File: config.mk
export PLATFORM = sky130hd
export DESIGN_NAME = score_row_argmax
export DESIGN_NICKNAME = d
export VERILOG_FILES = /design/src/rtl/score_post_pkg.sv /design/src/rtl/fp32_max_sel.sv /design/src/rtl/score_row_argmax.sv
export SDC_FILE = /design/constraint.sdc
export NUM_CORES = 1
export LEC_CHECK = 0
export BUFFER_PORTS_ARGS = -buffer_cell sky130_fd_sc_hd__buf_2
export CORE_UTILIZATION = 59
export CTS_CLUSTER_SIZE = 8
export DETAILED_ROUTE_END_ITERATION = 8
export PLACE_DENSITY = 0.8
export SYNTH_ARGS = -nofsm -noshare
export SYNTH_HDL_FRONTEND = slang
export SYNTH_SLANG_ARGS = --single-unit
File: constraint.sdc
create_clock -name clk -period 6.1 [get_ports clk]
set_clock_uncertainty 0.15 [all_clocks]
set_input_delay 0.915 -clock clk [delete_from_list [all_inputs] [get_ports clk]]
set_output_delay 0.915 -clock clk [all_outputs]
set_load 0.1 [all_outputs]
File: src/rtl/score_post_pkg.sv
// Shared types, FP32 field constants and ordering helpers for the post-score stage.
package score_post_pkg;

  typedef enum logic [2:0] {
    S_IDLE,
    S_READ,
    S_DRAIN,
    S_FINAL,
    S_DONE
  } state_t;

  localparam int unsigned ROWS     = 4;
  localparam int unsigned COL_W    = 2;
  localparam int unsigned FP_W     = 32;
  localparam int unsigned SIGN_BIT = 31;
  localparam int unsigned EXP_MSB  = 30;
  localparam int unsigned EXP_LSB  = 23;

  localparam logic [7:0]      EXP_MAX   = 8'hFF;
  localparam logic [FP_W-1:0] CANON_NAN = 32'h7FC0_0000;

  function automatic logic fp32_is_nan(input logic [FP_W-1:0] v);
    return (v[EXP_MSB:EXP_LSB] == EXP_MAX) && (v[EXP_LSB-1:0] != '0);
  endfunction

  // Monotonic unsigned key: -0 sorts just below +0, negatives reversed.
  function automatic logic [FP_W-1:0] fp32_order_key(input logic [FP_W-1:0] v);
    return v[SIGN_BIT] ? ~v : (v ^ 32'h8000_0000);
  endfunction

endpackage

File: src/rtl/fp32_max_sel.sv
// Combinational running-max update step: folds one candidate score into a row's max/idx/nan.
module fp32_max_sel
  import score_post_pkg::*;
(
  input  logic [FP_W-1:0]  i_cur_max,
  input  logic [COL_W-1:0] i_cur_idx,
  input  logic             i_cur_nan,
  input  logic             i_first,
  input  logic [FP_W-1:0]  i_cand,
  input  logic [COL_W-1:0] i_cand_col,
  output logic [FP_W-1:0]  o_max,
  output logic [COL_W-1:0] o_idx,
  output logic             o_nan
);

  logic [FP_W-1:0]  w_base_max;
  logic [COL_W-1:0] w_base_idx;
  logic             w_base_nan;
  logic             w_cand_nan;
  logic             w_base_empty;
  logic             w_take;

  // A canonical-NaN base marks a row that has not yet seen a non-NaN value.
  assign w_base_max   = i_first ? CANON_NAN : i_cur_max;
  assign w_base_idx   = i_first ? '0 : i_cur_idx;
  assign w_base_nan   = i_first ? 1'b0 : i_cur_nan;
  assign w_cand_nan   = fp32_is_nan(i_cand);
  assign w_base_empty = fp32_is_nan(w_base_max);
  assign w_take       = !w_cand_nan &&
                        (w_base_empty || (fp32_order_key(i_cand) > fp32_order_key(w_base_max)));

  assign o_max = w_take ? i_cand : w_base_max;
  assign o_idx = w_take ? i_cand_col : w_base_idx;
  assign o_nan = w_base_nan | w_cand_nan;

endmodule

File: src/rtl/score_row_argmax.sv
// Reads the 4x4 FP32 score tile, finds each row's max and argmax, and publishes scaled results.
module score_row_argmax
  import score_post_pkg::*;
#(
  parameter int unsigned SCALE_SHIFT = 3
) (
  input  logic         clk,
  input  logic         rst,
  input  logic         start,
  output logic         score_rd_en,
  output logic [3:0]   score_rd_addr,
  input  logic [31:0]  score_rd_data,
  output logic [127:0] row_max_flat,
  output logic [7:0]   row_idx_flat,
  output logic [3:0]   row_nan,
  output logic         busy,
  output logic         done
);

  localparam logic [7:0] SHIFT8    = 8'(SCALE_SHIFT);
  localparam logic [3:0] LAST_ADDR = 4'd15;

  state_t           r_state;
  logic             r_cap_vld;
  logic [3:0]       r_cap_addr;
  logic [FP_W-1:0]  r_max [ROWS];
  logic [COL_W-1:0] r_idx [ROWS];
  logic             r_nan [ROWS];

  logic [1:0]       w_row;
  logic [COL_W-1:0] w_col;
  logic             w_first;
  logic [FP_W-1:0]  w_new_max;
  logic [COL_W-1:0] w_new_idx;
  logic             w_new_nan;
  logic [127:0]     w_max_flat;
  logic [7:0]       w_idx_flat;
  logic [3:0]       w_nan;

  // Divide by 2^SCALE_SHIFT via exponent decrement; underflow flushes to signed zero.
  function automatic logic [FP_W-1:0] scale_max(input logic [FP_W-1:0] v);
    logic [7:0] e;
    e = v[EXP_MSB:EXP_LSB];
    if (e == EXP_MAX) begin
      return v;
    end else if (e <= SHIFT8) begin
      return {v[SIGN_BIT], 31'b0};
    end else begin
      return {v[SIGN_BIT], 8'(e - SHIFT8), v[EXP_LSB-1:0]};
    end
  endfunction

  assign w_row   = r_cap_addr[3:2];
  assign w_col   = r_cap_addr[1:0];
  assign w_first = (w_col == '0);

  fp32_max_sel u_max_sel (
    .i_cur_max  (r_max[w_row]),
    .i_cur_idx  (r_idx[w_row]),
    .i_cur_nan  (r_nan[w_row]),
    .i_first    (w_first),
    .i_cand     (score_rd_data),
    .i_cand_col (w_col),
    .o_max      (w_new_max),
    .o_idx      (w_new_idx),
    .o_nan      (w_new_nan)
  );

  for (genvar gi = 0; gi < ROWS; gi++) begin : g_flat
    assign w_max_flat[32*gi +: 32] = scale_max(r_max[gi]);
    assign w_idx_flat[2*gi +: 2]   = r_idx[gi];
    assign w_nan[gi]               = r_nan[gi];
  end

  always_ff @(posedge clk or negedge rst) begin
    if (!rst) begin
      r_state       <= S_IDLE;
      r_cap_vld     <= 1'b0;
      r_cap_addr    <= '0;
      score_rd_en   <= 1'b0;
      score_rd_addr <= '0;
      row_max_flat  <= '0;
      row_idx_flat  <= '0;
      row_nan       <= '0;
      busy          <= 1'b0;
      done          <= 1'b0;
      for (int unsigned i = 0; i < ROWS; i++) begin
        r_max[i] <= '0;
        r_idx[i] <= '0;
        r_nan[i] <= 1'b0;
      end
    end else begin
      done       <= 1'b0;
      r_cap_vld  <= score_rd_en;
      r_cap_addr <= score_rd_addr;
      if (r_cap_vld) begin
        r_max[w_row] <= w_new_max;
        r_idx[w_row] <= w_new_idx;
        r_nan[w_row] <= w_new_nan;
      end
      case (r_state)
        S_IDLE: begin
          if (start) begin
            r_state       <= S_READ;
            score_rd_en   <= 1'b1;
            score_rd_addr <= '0;
            busy          <= 1'b1;
          end
        end
        S_READ: begin
          if (score_rd_addr == LAST_ADDR) begin
            r_state       <= S_DRAIN;
            score_rd_en   <= 1'b0;
            score_rd_addr <= '0;
          end else begin
            score_rd_addr <= score_rd_addr + 4'd1;
          end
        end
        S_DRAIN: r_state <= S_FINAL;
        S_FINAL: begin
          row_max_flat <= w_max_flat;
          row_idx_flat <= w_idx_flat;
          row_nan      <= w_nan;
          done         <= 1'b1;
          r_state      <= S_DONE;
        end
        S_DONE: begin
          busy    <= 1'b0;
          r_state <= S_IDLE;
        end
        default: begin
          r_state     <= S_IDLE;
          score_rd_en <= 1'b0;
          busy        <= 1'b0;
        end
      endcase
    end
  end

endmodule

==> results.py, run 1 <==
metrics = {
    "clock_network": {
        "cts_setup_buffers": 0,
        "clock-sinks": 295,
        "clockRootBuffer": "clkbuf_16",
        "clockBufferDepth": 3,
        "cts_resized": 0,
        "insertion_delay_ns": 0.52,
        "clk_pin_slew_ns": 0.05,
        "cts_tree": "yes",
        "postCtsHoldBufs": 0,
        "h-tree-depth": 2,
        "cts_buffers": 42,
    },
    "run": {
        "maxCapViolations": 0,
    },
    "timing": {
        "maxSlewHeadroom": 0.222,
        "rsz0062_at_grt": "no",
        "hold_ws_ns": 0.210,
        "fin_setup_tns_ns": 0,
        "worst_pin_slew_ns": 1.17,
        "final.setup.worst_slack_ns": 1.12,
        "final_hold_viol_count": 0,
        "max_freq_ghz": 0.201,
        "setup_viol": 0,
        "finalMaxSlewViolations": 0,
        "min_period_ns": 4.98,
        "period_share": 0.817,
    },
    "synth": {
        "seq_area_frac_synth": 0.507,
        "synth_area_sq_mm": 0.0146,
        "syn_nets": 1548,
        "synth_top_area_share": 0.507,
        "ys_warn_count": 0,
        "synth_flop_cell": "dfrtp_1",
        "ys_ff_latch": 295,
        "async_reset_ff_frac": 1.00,
        "synth_cell_type_count": 52,
        "yosysTopAreaCell": "dfrtp_1",
        "avgSynthCellArea_sq_um": 9.87,
        "synth.top_cells.by_area": "dfrtp_1 (51%), nand2_1 (7.6%), mux4_2 (5.1%)",
        "synthCells": 1476,
        "synth_edf_count": 0,
    },
    "floorplanning": {
        "num_rows": 57,
        "num_io_pins": 182,
        "die_h_um": 159,
        "die_area_sq_mm": 0.0253,
        "initial_core_util": 0.601,
        "dieWidth_um": 159,
        "core_area_sq_mm": 0.0242,
    },
    "worst_setup_path": {
        "reg2reg_to": "r_max[68]",
        "regToRegSetupSlack_ns": 1.12,
        "critPathTopFamily": "compound AO/OA/AOI/OAI gates",
        "arrival_ns": 5.26,
        "end_kind": "flop",
        "path_cells": "buf_4, mux4_2, nand2_1, inv_1, nand2_1, o21ai_0, ha_1, nand4_1, a2111oi_0, or4_1, o21a_2, o21ai_1, a31oi_1",
        "crit_path_top_delay_cell": "mux4_2",
        "required_ns": 6.38,
        "crit_type": "reg -> reg",
        "timing.critical_path.buf_inv": 2,
        "reg2regPathDepth": 13,
        "slowest_delay_ns": 0.95,
        "cp-start-kind": "flop",
        "crit_top_cell": "nand2_1",
        "reg2reg_from": "r_cap_addr[2]",
        "cp_max_fo": 35,
    },
    "place": {
        "pre_cts_ws_ns": 1.21,
        "dp_cells": 1887,
        "io_buffer_count": 181,
        "dp_hpwl_mm": 25.8,
        "finalWeightedCongestion": 0.868,
    },
    "status": {
        "status": "finished clean",
    },
    "route": {
        "wirelength_mm": 39.4,
        "wire_per_inst_um": 20.4,
        "num_vias": 12300,
        "drt_iter0_drc": 1492,
        "viasPerCell": 6.38,
        "ant_nets": 0,
        "post-route-drc-count": 0,
        "dr.pass1.iters": 7,
    },
    "grt": {
        "gr-total-overflow": 0,
        "antenna_found_initial": 2,
        "grt_max_degree": 150,
        "grt_pass1_wl_mm": 64.1,
        "grt_usage": 0.317,
        "grt_pass1_vias": 12100,
    },
    "layout": {
        "syn_to_final_growth_pct": 14.7,
        "drive_gt1_frac": 0.197,
        "nets": 1679,
        "final_cells": 1934,
    },
    "min_path": {
        "hold_class": "in -> async",
    },
}
==> routing by layer <==
metal / vias up / GRT usage / wire length, um
met4: 2 / 0.118 / 1190
li1: 5546 / - / -
met3: 102 / 0.0503 / 3360
met5: - / 0 / 13
met1: 6050 / 0.451 / 16600
met2: 639 / 0.497 / 18300
==> synthesized netlist by cell type, types with 15 or more instances <==
master	instances
ha_1	37
nand3_1	18
a21oi_1	29
mux4_2	33
clkbuf_1	82
o31ai_1	52
a31oi_1	96
nor2_1	123
xor2_1	67
dfrtp_1	295
nor3_1	16
o21ai_1	15
a22o_1	30
o21ai_2	18
o21ai_0	91
nand4_1	38
nand2_1	295
==> cells by family (layout without fill, tap and decap cells) <==
group	Yosys count	in the layout	synth area share
and+or+nand+nor	535	535	0.158
AOI/OAI and AO/OA	370	370	0.165
DFF	295	295	0.507
buffers and inverters	121	254	0.0350
xor gates and xnor gates	80	80	0.0481
muxes	38	38	0.0548
adders and majority gates	37	37	0.0318
other	0	1	0
==> cell usage in the layout (no fill, tap or decap), drive strengths merged, types with 2 or more instances in the layout <==
master,count
dfrtp,295
buf,200
mux4,33
inv,9
a2111oi,5
xor2,67
and3,8
o21ai,124
or2,2
a21o,4
nor4,13
and2,4
a21boi,2
a41oi,4
nor3b,2
clkbuf,45
or4b,4
ha,37
o211ai,2
a22o,30
nor2,123
o31ai,52
o22ai,2
a211o,6
nand3,18
a31oi,96
nor2b,4
or4,5
a22oi,2
nand2,295
a211oi,2
o21a,2
xnor2,13
mux2,4
a32oi,4
nand4,38
nor3,18
a21oi,29
==> worst max path at each step <==
stage / start / endpoint / slack, ns / cells after the start
after floorplan: r_cap_addr[3] / r_max[23] / 1.61 / 18
after global placement: r_cap_addr[2] / r_max[30] / 1.33 / 13
after detailed placement: r_cap_addr[2] / r_max[57] / 1.21 / 13
after CTS: r_cap_addr[2] / r_max[68] / 1.15 / 13
after global routing: r_cap_addr[2] / r_max[68] / 0.68 / 13
final: r_cap_addr[2] / r_max[68] / 1.12 / 13
==> layout make-up <==
class,instances,area [sq um]
sequential,295,7380
multi-input combinational,1060,6720
timing repair buffer,200,1070
antenna,1,2.50
inverter,8,30.0
clock buffer,45,1080
fill,1828,7540
tap,324,405
clock inverter,1,8.76
==> worst reg2reg max path, stage by stage, from the launching register on <==
cell and delay (ns):
dfrtp_2 0.35, buf_4 0.34, mux4_2 0.95, nand2_1 0.19, inv_1 0.09, nand2_1 0.06, o21ai_0 0.08, ha_1 0.36
nand4_1 0.17, a2111oi_0 0.36, or4_1 0.22, o21a_2 0.93, o21ai_1 0.36, a31oi_1 0.27
==> metrics by stage <==
step | util | cell area [sq um]
2_1_floorplan | - | 14600
6_report | 0.689 | 16700
5_1_grt | 0.689 | 16700
3_5_place_dp | 0.644 | 15600
3_3_place_gp | 0.644 | 15600
4_1_cts | 0.689 | 16700
==> registers in the layout, summed over array words and instances (netlist names), 3 cells and up <==
signal / count
r_max: 128
score_rd_addr: 4
r_state: 3
r_cap_addr: 4
row_nan: 4
r_idx: 8
r_nan: 4
row_idx_flat: 8
row_max_flat: 128
Power of run 1 is not shown: default switching activity piles up to over one toggle a cycle in this logic, so the estimate is an artifact.
==> run 2: changes to the inputs <==
==> constraint.sdc (replaced) <==
create_clock -name clk -period 5.2 [get_ports clk]
set_clock_uncertainty 0.15 [all_clocks]
set_input_delay 0.78 -clock clk [delete_from_list [all_inputs] [get_ports clk]]
set_output_delay 0.78 -clock clk [all_outputs]
set_load 0.1 [all_outputs]
==> results.py, run 2 (synthesis gave the netlist of run 1 again) <==
metrics = {
    "floorplanning": {
        "die_h_um": 159,
        "core_area_sq_mm": 0.0242,
        "initial_core_util": 0.601,
        "num_rows": 57,
        "num_io_pins": 182,
        "dieWidth_um": 159,
        "die_area_sq_mm": 0.0253,
    },
    "route": {
        "post-route-drc-count": 0,
        "dr.pass1.iters": 6,
        "drt_iter0_drc": 1465,
        "num_vias": 12500,
        "viasPerCell": 6.40,
        "wirelength_mm": 39.8,
        "wire_per_inst_um": 20.5,
        "ant_nets": 0,
    },
    "layout": {
        "syn_to_final_growth_pct": 15.2,
        "final_cell_mix": "nand2_1 (294), dfrtp_1 (294), buf_2 (180)",
        "drive_gt1_frac": 0.201,
        "reg_top3": "r_max: 128 flops, row_max_flat: 128 flops",
        "nets": 1688,
    },
    "timing": {
        "final.setup.worst_slack_ns": 0.517,
        "rsz0062_at_grt": "no",
        "final_hold_viol_count": 0,
        "setup_viol": 0,
        "worst_pin_slew_ns": 1.17,
        "max_freq_ghz": 0.214,
        "min_period_ns": 4.68,
        "period_share": 0.901,
        "maxSlewHeadroom": 0.217,
        "finalMaxSlewViolations": 0,
        "fin_setup_tns_ns": 0,
    },
    "clock_network": {
        "cts_buffers": 43,
        "clockRootBuffer": "clkbuf_16",
        "h-tree-depth": 2,
        "cts_setup_buffers": 0,
        "cts_resized": 0,
        "clock-sinks": 295,
        "cts_tree": "yes",
        "insertion_delay_ns": 0.52,
        "postCtsHoldBufs": 0,
        "clk_pin_slew_ns": 0.05,
        "clockBufferDepth": 3,
    },
    "grt": {
        "grt_pass1_vias": 12300,
        "grt_pass1_wl_mm": 65.1,
        "grt_max_degree": 123,
        "antenna_found_initial": 2,
        "grt_usage": 0.320,
        "gr-total-overflow": 0,
    },
    "worst_setup_path": {
        "reg2regPathDepth": 13,
        "reg2reg_to": "r_max[68]",
        "cp_max_fo": 35,
        "arrival_ns": 4.96,
        "crit_type": "reg -> reg",
        "startpoint": "r_cap_addr[3]",
        "regToRegSetupSlack_ns": 0.52,
        "reg2reg_from": "r_cap_addr[3]",
        "required_ns": 5.47,
        "crit_end": "r_max[68]",
        "cp-start-kind": "flop",
        "end_kind": "flop",
    },
    "min_path": {
        "hold_class": "in -> async",
    },
    "run": {
        "maxCapViolations": 0,
    },
    "place": {
        "dp_hpwl_mm": 26.7,
        "pre_cts_ws_ns": 0.672,
        "io_buffer_count": 181,
        "finalWeightedCongestion": 0.892,
    },
    "status": {
        "status": "finished clean",
    },
}
## run 2: cell types whose count changed in the layout (fill, tap and decap cells not counted), sizes merged
cell,previous run,this run
buf,200,208
clkbuf,45,47
clkinv,0,1
diode,1,2
## run 2: cell type report
class | count | area (sq um)
antenna | 2 | 5.00
clock buffer | 47 | 1090
clock inverter | 2 | 17.5
fill | 1794 | 7470
inverter | 8 | 30.0
multi-input combinational | 1060 | 6710
sequential | 295 | 7380
tap | 324 | 405
timing repair buffer | 208 | 1130
## run 2: metrics by stage
step / hold slack, ns / cell area [sq um] / instances / utilization
global placement: 0.276 / 15700 / 1895 / 0.646
CTS: 0.148 / 16800 / 1944 / 0.692
detailed placement: 0.283 / 15700 / 1895 / 0.646
floorplan: 0.305 / 14600 / 1476 / -
global route: 0.169 / 16800 / 1944 / 0.692
finish: 0.112 / 16800 / 1946 / 0.692
## run 2: how the worst min path moves through the flow
| stage | slack (ns) | depth (start not counted) | to |
|---|---|---|---|
| floorplan | 0.31 | 2 | row_idx_flat[4] |
| global placement | 0.28 | 0 | r_cap_vld |
| detailed placement | 0.28 | 0 | r_cap_vld |
| CTS | 0.15 | 1 | done |
| global route | 0.17 | 1 | row_idx_flat[3] |
| finish | 0.11 | 1 | row_idx_flat[3] |
## run 2: layer usage
metal	vias to the layer above	wire length, um	track usage
li1	5564	-	-
met1	6110	16500	0.446
met2	661	18500	0.498
met3	118	3530	0.0589
met4	0	1280	0.133
met5	-	0	0
## run 2: worst max-delay path, cell delays in order, from the launching register on
cell and delay [ns]:
dfrtp_1 0.37, buf_4 0.35, mux2_2 0.38, a22oi_1 0.27
nand2_1 0.16, nand2_1 0.09, o21ai_0 0.09, ha_1 0.34
nand4_1 0.17, a2111oi_0 0.38, or4_1 0.22, o21a_2 0.94
o21ai_1 0.37, a31oi_1 0.28
Power of run 2 is left out for the same reason.
==> run 3: changes to the inputs <==
--- a/config.mk
+++ b/config.mk
@@ -12,4 +12,5 @@
 export PLACE_DENSITY = 0.8
 export SYNTH_ARGS = -nofsm -noshare
 export SYNTH_HDL_FRONTEND = slang
+export SYNTH_HIERARCHICAL = 1
 export SYNTH_SLANG_ARGS = --single-unit
==> results.py, run 3 <==
metrics = {
    "status": {
        "status": "finished clean",
    },
    "clock_network": {
        "cts_tree": "yes",
        "cts_setup_buffers": 0,
        "cts_buffers": 43,
        "cts_resized": 0,
        "clock-sinks": 295,
        "clk_pin_slew_ns": 0.05,
        "clockRootBuffer": "clkbuf_16",
        "clockBufferDepth": 3,
        "postCtsHoldBufs": 0,
        "insertion_delay_ns": 0.54,
        "h-tree-depth": 2,
    },
    "floorplanning": {
        "num_rows": 58,
        "dieWidth_um": 164,
        "num_io_pins": 182,
        "core_area_sq_mm": 0.0255,
        "die_h_um": 164,
        "die_area_sq_mm": 0.0269,
        "initial_core_util": 0.607,
    },
    "timing": {
        "maxSlewHeadroom": 0.191,
        "fin_setup_tns_ns": 0,
        "setup_viol": 0,
        "max_freq_ghz": 0.202,
        "worst_pin_slew_ns": 1.21,
        "min_period_ns": 4.95,
        "period_share": 0.952,
        "rsz0062_at_grt": "no",
        "final_hold_viol_count": 0,
        "finalMaxSlewViolations": 0,
    },
    "layout": {
        "drive_gt1_frac": 0.289,
        "diodes": 0,
        "syn_to_final_growth_pct": 15.3,
        "nets": 1675,
        "final_common_cell": "dfrtp_1",
        "final_cell_mix": "dfrtp_1 (293), nand2_1 (286), buf_2 (180)",
        "reg_top3": "r_max: 128 flops, row_max_flat: 128 flops",
    },
    "worst_setup_path": {
        "path_cells": "buf_6, mux4_2, xor2_1, nand2_1, ha_1, nand4_1, or4_1, nor3_4, buf_4, nor2_1, o21a_1, buf_4, o21ai_0, mux2_2",
        "crit_path_top_delay_cell": "or4_1",
        "critPathTopFamily": "simple AND/OR/NAND/NOR gates",
        "required_ns": 5.51,
        "crit_type": "reg -> reg",
        "arrival_ns": 5.26,
        "startpoint": "r_cap_addr[2]",
        "slowest_delay_ns": 0.68,
        "cp-start-kind": "flop",
        "timing.critical_path.buf_inv": 3,
        "end_kind": "flop",
        "cp_max_fo": 31,
        "crit_top_cell": "buf_4",
        "reg2reg_from": "r_cap_addr[2]",
    },
    "grt": {
        "gr-total-overflow": 0,
        "grt_usage": 0.332,
        "antenna_found_initial": 2,
        "grt_pass1_vias": 12500,
        "grt_pass1_wl_mm": 68.7,
        "grt_max_degree": 136,
    },
    "synth": {
        "syn_nets": 1521,
        "yosys-top-cells-count": "dfrtp_1 (295), nand2_1 (287), mux2_2 (141)",
        "synth_edf_count": 0,
        "async_reset_ff_frac": 1.00,
        "synth.top_cells.by_area": "dfrtp_1 (48%), mux2_2 (10%), nand2_1 (7.0%)",
        "synth_area_sq_mm": 0.0155,
        "synthCells": 1449,
        "synth_cell_type_count": 58,
        "synth_top_area_share": 0.477,
        "post-synth-top-count-cell": "dfrtp_1",
        "ys_ff_latch": 295,
        "avgSynthCellArea_sq_um": 10.7,
        "ys_warn_count": 6,
        "yosysTopAreaCell": "dfrtp_1",
        "seq_area_frac_synth": 0.477,
        "synth_flop_cell": "dfrtp_1",
    },
    "place": {
        "dp_hpwl_mm": 29.2,
        "io_buffer_count": 181,
        "finalWeightedCongestion": 0.950,
    },
    "run": {
        "maxCapViolations": 0,
    },
    "route": {
        "wire_per_inst_um": 22.8,
        "drt_iter0_drc": 1200,
        "wirelength_mm": 44.3,
        "post-route-drc-count": 0,
        "ant_nets": 0,
        "num_vias": 12600,
        "dr.pass1.iters": 8,
        "viasPerCell": 6.52,
    },
    "min_path": {
        "hold_class": "in -> async",
    },
}
==> run 3: worst reg2reg max path, cell delays in order (launching register included) <==
cell and delay (ns):
dfrtp_2 0.57, buf_6 0.40, mux4_2 0.46, xor2_1 0.19, nand2_1 0.08, ha_1 0.35
nand4_1 0.14, or4_1 0.68, nor3_4 0.24, buf_4 0.28, nor2_1 0.23, o21a_1 0.22
buf_4 0.18, o21ai_0 0.45, mux2_2 0.26
==> run 3: cell families after synthesis <==
logic type               after synthesis  share of synthesized area
AND/OR/NAND/NOR                      398                      0.115
AO/OA/AOI/OAI                        319                      0.137
flip-flops                           295                      0.477
multiplexers                         176                      0.154
buffers and inverters                141                     0.0400
XOR/XNOR                              83                     0.0470
adder cells (fa/ha/maj)               37                     0.0299
==> run 3: worst paths after layout <==
path                                    end  slack (ns)  cells past startpoint
max reg2reg                       r_max[96]        0.25                     14
max                               r_max[96]        0.25                     14
min in group clk                  r_cap_vld        0.30                      0
max in group asynchronous         r_max[81]        3.49                      2
min                        row_max_flat[30]        0.21                      1
min reg2reg                       r_cap_vld        0.30                      0
==> run 3: final cells by class <==
cell class / instances / area [sq um]
Timing Repair Buffer: 218 / 1230
Fill cell: 1805 / 7640
Inverter: 31 / 118
Clock inverter: 5 / 92.6
Multi-Input combinational cell: 1014 / 7510
Tap cell: 330 / 413
Clock buffer: 45 / 1080
Sequential cell: 295 / 7380
==> run 3: stage by stage <==
| step | setup slack [ns] | instance area (sq um) | cells | util | hold slack [ns] |
|---|---|---|---|---|---|
| floorplan | 0.471 | 15500 | 1449 | - | 0.298 |
| global placement | 0.518 | 16600 | 1886 | 0.652 | 0.276 |
| detailed placement | 0.321 | 16600 | 1886 | 0.652 | 0.280 |
| CTS | 0.263 | 17800 | 1936 | 0.698 | 0.262 |
| global route | 0.0218 | 17800 | 1938 | 0.700 | 0.303 |
| finish | 0.250 | 17800 | 1938 | 0.700 | 0.208 |
==> run 3: layer usage <==
metal | global-route usage | wire length, um | vias to the layer above
met5 | 0 | 0 | -
met4 | 0.120 | 1570 | 0
met3 | 0.0672 | 4090 | 133
met2 | 0.519 | 20600 | 710
met1 | 0.461 | 18000 | 6271
li1 | - | - | 5518
Power of run 3 is left out for the same reason.
